### config.mk
export PLATFORM = sky130hd
export DESIGN_NAME = sobel_window_sched
export DESIGN_NICKNAME = d
export VERILOG_FILES = /design/src/rtl/sobel_pkg.sv /design/src/rtl/sobel_addr_gen.sv /design/src/rtl/sobel_window_sched.sv
export SDC_FILE = /design/constraint.sdc
export NUM_CORES = 1
export LEC_CHECK = 0
export ABC_AREA = 1
export BUFFER_PORTS_ARGS = -buffer_cell sky130_fd_sc_hd__buf_4
export CAP_MARGIN = 30
export CORE_MARGIN = 2
export CORE_UTILIZATION = 50
export CTS_CLUSTER_DIAMETER = 60
export DETAILED_ROUTE_END_ITERATION = 10
export GPL_ROUTABILITY_DRIVEN = 1
export PLACE_DENSITY = 0.81
export SLEW_MARGIN = 20
export SYNTH_ARGS = -nofsm -noshare
export SYNTH_HDL_FRONTEND = slang
export SYNTH_SLANG_ARGS = --single-unit
### constraint.sdc
create_clock -name clk -period 21.1 [get_ports clk]
set_input_delay 2.11 -clock clk [delete_from_list [all_inputs] [get_ports clk]]
set_output_delay 2.11 -clock clk [all_outputs]
set_load 0.02 [all_outputs]
### src/rtl/sobel_pkg.sv
// Shared types and constants for the Sobel window scheduler.
package sobel_pkg;
  localparam int PIX_STRIDE = 4;
  localparam int WIN_TAPS   = 9;
  localparam int PIX_W      = 8;

  typedef logic [WIN_TAPS-1:0][PIX_W-1:0] win_t;

  typedef logic [2:0] sched_state_t;
  localparam sched_state_t S_IDLE     = 3'd0;
  localparam sched_state_t S_CHECK    = 3'd1;
  localparam sched_state_t S_FETCH    = 3'd2;
  localparam sched_state_t S_PRESENT  = 3'd3;
  localparam sched_state_t S_WAIT_RES = 3'd4;
  localparam sched_state_t S_WRITE    = 3'd5;
  localparam sched_state_t S_FINISH   = 3'd6;
endpackage

### src/rtl/sobel_addr_gen.sv
// Read/write address generator: the row base advances by W*4 per output row,
// so tap addresses need only shifts and adds.
module sobel_addr_gen
  import sobel_pkg::*;
#(
  parameter int DIM_W  = 16,
  parameter int ADDR_W = 32
) (
  input  logic              clk,
  input  logic              rst,
  input  logic              init,
  input  logic              row_adv,
  input  logic              wr_adv,
  input  logic [ADDR_W-1:0] img_base,
  input  logic [ADDR_W-1:0] out_base,
  input  logic [DIM_W-1:0]  width,
  input  logic [DIM_W-1:0]  out_col,
  input  logic [1:0]        tap_row,
  input  logic [1:0]        tap_col,
  input  logic              sel_wr,
  output logic [ADDR_W-1:0] addr
);
  localparam int PW = 2 * DIM_W;

  logic [ADDR_W-1:0] row_base, wr_ptr, row_step, row_off;
  logic [PW-1:0]     w4, c4;

  assign w4       = PW'(width) << 2;
  assign row_step = ADDR_W'(w4);
  assign c4       = (PW'(out_col) + PW'(tap_col)) << 2;

  always_comb begin
    row_off = '0;
    case (tap_row)
      2'd1:    row_off = row_step;
      2'd2:    row_off = row_step << 1;
      default: row_off = '0;
    endcase
  end

  assign addr = sel_wr ? wr_ptr : (row_base + row_off + ADDR_W'(c4));

  always_ff @(posedge clk or posedge rst) begin
    if (rst) begin
      row_base <= '0;
      wr_ptr   <= '0;
    end else if (init) begin
      row_base <= img_base;
      wr_ptr   <= out_base;
    end else begin
      if (row_adv) row_base <= row_base + row_step;
      if (wr_adv)  wr_ptr   <= wr_ptr + ADDR_W'(PIX_STRIDE);
    end
  end
endmodule

### src/rtl/sobel_window_sched.sv
// Walks interior pixels, fetches 3x3 windows over one memory port, writes results.
// Define SOBEL_SCHED_PERF_EN to add perf_cycles/perf_stalls counters.
module sobel_window_sched
  import sobel_pkg::*;
#(
  parameter int DATA_W = 8,
  parameter int DIM_W  = 16,
  parameter int ADDR_W = 32
) (
  input  logic                  clk,
  input  logic                  rst,
  input  logic                  start,
  input  logic [ADDR_W-1:0]     image_start_addr,
  input  logic [ADDR_W-1:0]     out_start_addr,
  input  logic [DIM_W-1:0]      image_width,
  input  logic [DIM_W-1:0]      image_height,
  output logic [ADDR_W-1:0]     mem_address,
  output logic                  mem_read,
  output logic                  mem_write,
  output logic [31:0]           mem_writedata,
  input  logic [31:0]           mem_readdata,
  input  logic                  mem_waitrequest,
  output logic                  win_valid,
  input  logic                  win_ready,
  output logic [9*DATA_W-1:0]   win_pixels,
  input  logic                  res_valid,
  input  logic [DATA_W-1:0]     res_data,
  output logic                  busy,
  output logic                  done
`ifdef SOBEL_SCHED_PERF_EN
  ,
  output logic [31:0]           perf_cycles,
  output logic [31:0]           perf_stalls
`endif
);
  sched_state_t state;

  logic [ADDR_W-1:0] img_base_q, out_base_q, gen_addr;
  logic [DIM_W-1:0]  width_q, height_q, out_row, out_col, col_nxt, row_nxt;
  logic [1:0]        tap_r, tap_c;
  logic [3:0]        tap_k;
  logic [WIN_TAPS-1:0][DATA_W-1:0] win;
  logic [DATA_W-1:0] res_q;
  logic              last_col, last_row, wr_acc;

  assign col_nxt  = out_col + DIM_W'(1);
  assign row_nxt  = out_row + DIM_W'(1);
  assign last_col = (col_nxt == width_q - DIM_W'(2));
  assign last_row = (row_nxt == height_q - DIM_W'(2));
  assign tap_k    = 4'(tap_r) * 4'd3 + 4'(tap_c);
  assign wr_acc   = (state == S_WRITE) && !mem_waitrequest;

  sobel_addr_gen #(.DIM_W(DIM_W), .ADDR_W(ADDR_W)) u_addr (
    .clk      (clk),
    .rst      (rst),
    .init     (state == S_CHECK),
    .row_adv  (wr_acc && last_col),
    .wr_adv   (wr_acc),
    .img_base (img_base_q),
    .out_base (out_base_q),
    .width    (width_q),
    .out_col  (out_col),
    .tap_row  (tap_r),
    .tap_col  (tap_c),
    .sel_wr   (state == S_WRITE),
    .addr     (gen_addr)
  );

  always_ff @(posedge clk or posedge rst) begin
    if (rst) begin
      state      <= S_IDLE;
      img_base_q <= '0;
      out_base_q <= '0;
      width_q    <= '0;
      height_q   <= '0;
      out_row    <= '0;
      out_col    <= '0;
      tap_r      <= '0;
      tap_c      <= '0;
      win        <= '0;
      res_q      <= '0;
    end else begin
      case (state)
        S_IDLE: if (start) begin
          img_base_q <= image_start_addr;
          out_base_q <= out_start_addr;
          width_q    <= image_width;
          height_q   <= image_height;
          state      <= S_CHECK;
        end
        S_CHECK: begin
          if (width_q < DIM_W'(3) || height_q < DIM_W'(3)) begin
            state <= S_FINISH;
          end else begin
            out_row <= '0;
            out_col <= '0;
            tap_r   <= '0;
            tap_c   <= '0;
            state   <= S_FETCH;
          end
        end
        // Column-major fetch; tap_c starts at 2 for the single-column refill.
        S_FETCH: if (!mem_waitrequest) begin
          win[tap_k] <= mem_readdata[DATA_W-1:0];
          if (tap_r == 2'd2) begin
            tap_r <= '0;
            if (tap_c == 2'd2) state <= S_PRESENT;
            else               tap_c <= tap_c + 2'd1;
          end else begin
            tap_r <= tap_r + 2'd1;
          end
        end
        S_PRESENT: if (win_ready) state <= S_WAIT_RES;
        S_WAIT_RES: if (res_valid) begin
          res_q <= res_data;
          state <= S_WRITE;
        end
        S_WRITE: if (!mem_waitrequest) begin
          tap_r <= '0;
          if (last_col) begin
            out_col <= '0;
            out_row <= row_nxt;
            tap_c   <= '0;
            state   <= last_row ? S_FINISH : S_FETCH;
          end else begin
            out_col <= col_nxt;
            tap_c   <= 2'd2;
            for (int r = 0; r < 3; r++) begin
              win[r*3]   <= win[r*3+1];
              win[r*3+1] <= win[r*3+2];
            end
            state <= S_FETCH;
          end
        end
        S_FINISH: state <= S_IDLE;
        default:  state <= S_IDLE;
      endcase
    end
  end

  assign mem_read      = (state == S_FETCH);
  assign mem_write     = (state == S_WRITE);
  assign mem_address   = (mem_read || mem_write) ? gen_addr : '0;
  assign mem_writedata = mem_write ? {{(32-DATA_W){1'b0}}, res_q} : '0;
  assign win_valid     = (state == S_PRESENT);
  assign win_pixels    = win;
  assign busy          = (state != S_IDLE) && (state != S_FINISH);
  assign done          = (state == S_FINISH);

`ifdef SOBEL_SCHED_PERF_EN
  always_ff @(posedge clk or posedge rst) begin
    if (rst) begin
      perf_cycles <= '0;
      perf_stalls <= '0;
    end else if (state == S_IDLE && start) begin
      perf_cycles <= '0;
      perf_stalls <= '0;
    end else begin
      if (busy) perf_cycles <= perf_cycles + 32'd1;
      if ((mem_read || mem_write) && mem_waitrequest) perf_stalls <= perf_stalls + 32'd1;
    end
  end
`endif
endmodule

==> flow_metrics.env <==
export IMPL_synthTopCellsByArea="dfrtp_1 (37%), nand2_1 (14%), inv_1 (5.7%)"
export IMPL_place_hpwl_um=44390
export IMPL_cap_violations=0
export IMPL_crit_arrival_ns=5.01
export IMPL_drtIter0Drc=1900
export IMPL_rsz0062_at_grt="false"
export IMPL_r2r_start="state[2]$_DFFE_PP0P_"
export IMPL_timing_fmax_mhz=140.4
export IMPL_fin_ws_ns=13.98
export IMPL_grt_first_pass_wirelength_um=92420
export IMPL_yosysSeqAreaShare=0.3714
export IMPL_clk_latency_ns=0.53
export IMPL_postCtsHoldBufs=0
export IMPL_fin_nets=3020
export IMPL_n_fill_cell=3424
export IMPL_p_total_mw=3.200
export IMPL_max_slew_margin=0.3463
export IMPL_power_leakage_nw=10.76
export IMPL_hold_viol_final=0
export IMPL_startpoint="out_col[1]$_DFFE_PP0P_"
export IMPL_clkTransAtPathRegs_ns=0.06
export IMPL_hp_class="flip-flop to flip-flop"
export IMPL_grt_overflow_total=0
export IMPL_numCtsBuffers=36
export IMPL_final_area_mm2=0.02215
export IMPL_dieArea_mm2=0.03917
export IMPL_routed_via_density=5.639
export IMPL_drive_gt1_frac=0.1449
export IMPL_fp_coreArea_mm2=0.03731
export IMPL_ys_warn_count=0
export IMPL_vias=18670
export IMPL_vdd_ir_drop_max_mv=0.06945
export IMPL_drt_pass1_iterations=8
export IMPL_avgSynthCellArea_um2=7.217
export IMPL_ys_types=49
export IMPL_skew_ns=0.01346
export IMPL_ys_ff_latch=279
export IMPL_synth_most_common_cell="nand2_1"
export IMPL_dpl_cell_count=3242
export IMPL_synthCells=2605
export IMPL_fin_cells=3310
export IMPL_hold_path_startpoint="win_pixels[49]$_DFFE_PP0P_"
export IMPL_post_cts_buffers=0
export IMPL_drc=0
export IMPL_grt_max_degree=129
export IMPL_cts_buffer_depth=3
export IMPL_rows=71
export IMPL_cp_required_ns=18.99
export IMPL_syn2layout_area_growth_pct=17.81
export IMPL_syn_area_mm2=0.01880
export IMPL_grt_pass1_vias=17430
export IMPL_synth_top_area_cell="dfrtp_1"
export IMPL_hold_slack_ns=0.4763
export IMPL_finalSetupTns_ns=0
export IMPL_slew_viol_final=0
export IMPL_cts_tree="built"
export IMPL_ctsResizeCount=0
export IMPL_synth_common_cells="nand2_1 (708), inv_1 (286), dfrtp_1 (279), nor2_1 (245), o21ai_0 (205)"
export IMPL_final_min_clock_period_ns=7.122
export IMPL_numPortBuffers=234
export IMPL_pre_cts_ws_ns=14.69
export IMPL_die_w_um=197.9
export IMPL_finalSetupViolations=0
export IMPL_wl_per_cell_um=17.82
export IMPL_place_area_mm2=0.02085
export IMPL_async_reset_ff_frac=1.000
export IMPL_start_kind="flip-flop"
export IMPL_synth_edff_count=0
export IMPL_path_class="flip-flop to primary output"
export IMPL_cp_max_fo=6
export IMPL_power_density_mw_per_mm2=144.5
export IMPL_fin_util=0.5936
export IMPL_synth_top_area_frac=0.3714
export IMPL_fin_crit_sh=0.3375
export IMPL_wl_um=59000
export IMPL_outcome="completed"
export IMPL_cts_root_buf="clkbuf_16"
export IMPL_num_antenna_cells=0
export IMPL_grt_usage=0.2965
export IMPL_htreeDepth=2
export IMPL_worst_pin_slew_ns=0.9806
export IMPL_antenna_found_initial=0
export IMPL_routabilityCongestion=0.9871
export IMPL_initial_utilization=0.5039
export IMPL_critPathCaptureType="primary output"
export IMPL_io_pins=283
export IMPL_die_h_um=197.9
export IMPL_ys_flop_type="dfrtp_1"
export IMPL_antenna_left=0
export IMPL_clock_sinks=279
-- layer usage --
layer	up-vias	GRT usage	share of wire
met4	0	0.09886	0.031
met2	846	0.4645	0.45
met1	8801	0.4206	0.44
met3	129	0.04548	0.079
li1	8890	-	-
met5	-	0	0
-- worst paths after layout --
| check | to | slack [ns] | depth (start not counted) |
|---|---|---|---|
| worst max-delay path | mem_address[31] | 13.98 | 23 |
| worst min-delay path | win_pixels[49]$_DFFE_PP0P_ | 0.48 | 2 |
| worst max register to register | win_pixels[6]$_DFFE_PP0P_ | 16.62 | 9 |
| worst min register to register | win_pixels[49]$_DFFE_PP0P_ | 0.48 | 2 |
| max in group asynchronous | u_addr.wr_ptr[20]$_DFFE_PP0P_ | 17.87 | 6 |
| min in group asynchronous | win_pixels[1]$_DFFE_PP0P_ | 1.53 | 2 |
-- final cells by class --
type | instances | area (um^2) | area share
clock buffer | 46 | 989.7 | 0.04469
tap | 474 | 593.1 | 0.02678
clock inverter | 18 | 214.0 | 0.009660
multi-input combinational | 1947 | 10270 | 0.4636
inverter | 295 | 1115 | 0.05034
timing repair buffer | 251 | 1987 | 0.08971
sequential | 279 | 6982 | 0.3152
-- cells in the final DEF, fill, tap and decap left out, drive strengths merged, types with 2 or more instances in the layout --
| cell | n |
|---|---|
| clkbuf | 46 |
| nand3b | 2 |
| clkinv | 16 |
| o221ai | 2 |
| nor2 | 259 |
| a21oi | 141 |
| xnor2 | 14 |
| bufinv | 4 |
| a21boi | 2 |
| buf | 251 |
| o21ai | 219 |
| o211ai | 5 |
| ha | 46 |
| nor3 | 37 |
| or2 | 9 |
| mux2i | 6 |
| o22ai | 65 |
| o21bai | 7 |
| inv | 291 |
| nand3 | 165 |
| fa | 22 |
| nor4 | 6 |
| nand4 | 48 |
| clkinvlp | 2 |
| conb | 24 |
| o32ai | 4 |
| and2 | 5 |
| dfrtp | 279 |
| a211oi | 5 |
| a31oi | 5 |
| mux2 | 54 |
| xor2 | 71 |
| nand2 | 717 |
-- flip-flops by register name (all words and copies together), names as in the netlist --
register	flops
img_base_q	32
state	3
u_addr.wr_ptr	32
width_q	16
win_pixels	72
res_q	8
out_base_q	32
tap_c	2
height_q	16
tap_r	2
out_col	16
out_row	16
u_addr.row_base	32
-- cell families after synthesis --
kind of cell,Yosys count,synth area share
and+or+nand+nor,1251,0.2780
AOI/OAI and AO/OA,459,0.1330
buffers and inverters,402,0.08825
DFF,279,0.3714
xor gates and xnor gates,85,0.03960
adders and majority gates,68,0.05404
muxes,60,0.03554
other,1,0.0001995
-- power breakdown --
group | switching, mW | internal, mW | total, mW
sequential | 0.182 | 0.737 | 0.919
combinational | 1.09 | 0.570 | 1.66
clock | 0.242 | 0.383 | 0.625
-- worst max-delay path, stage by stage, from the launching register on --
cell     delay (ns)
dfrtp_1        0.47
ha_1           0.31
a21oi_1        0.10
nor3_1         0.33
inv_1          0.09
nor2_1         0.24
inv_1          0.10
nor2_1         0.17
nand2_1        0.09
xor2_1         0.20
fa_1           0.56
inv_1          0.06
ha_1           0.40
nand2_1        0.09
nor2_1         0.09
inv_1          0.06
nor3_1         0.21
nand3_1        0.18
nand3_1        0.18
nand2_1        0.09
a21oi_1        0.12
o21ai_0        0.10
o21ai_0        0.08
buf_4          0.17
(Power assumes the default switching activity.)
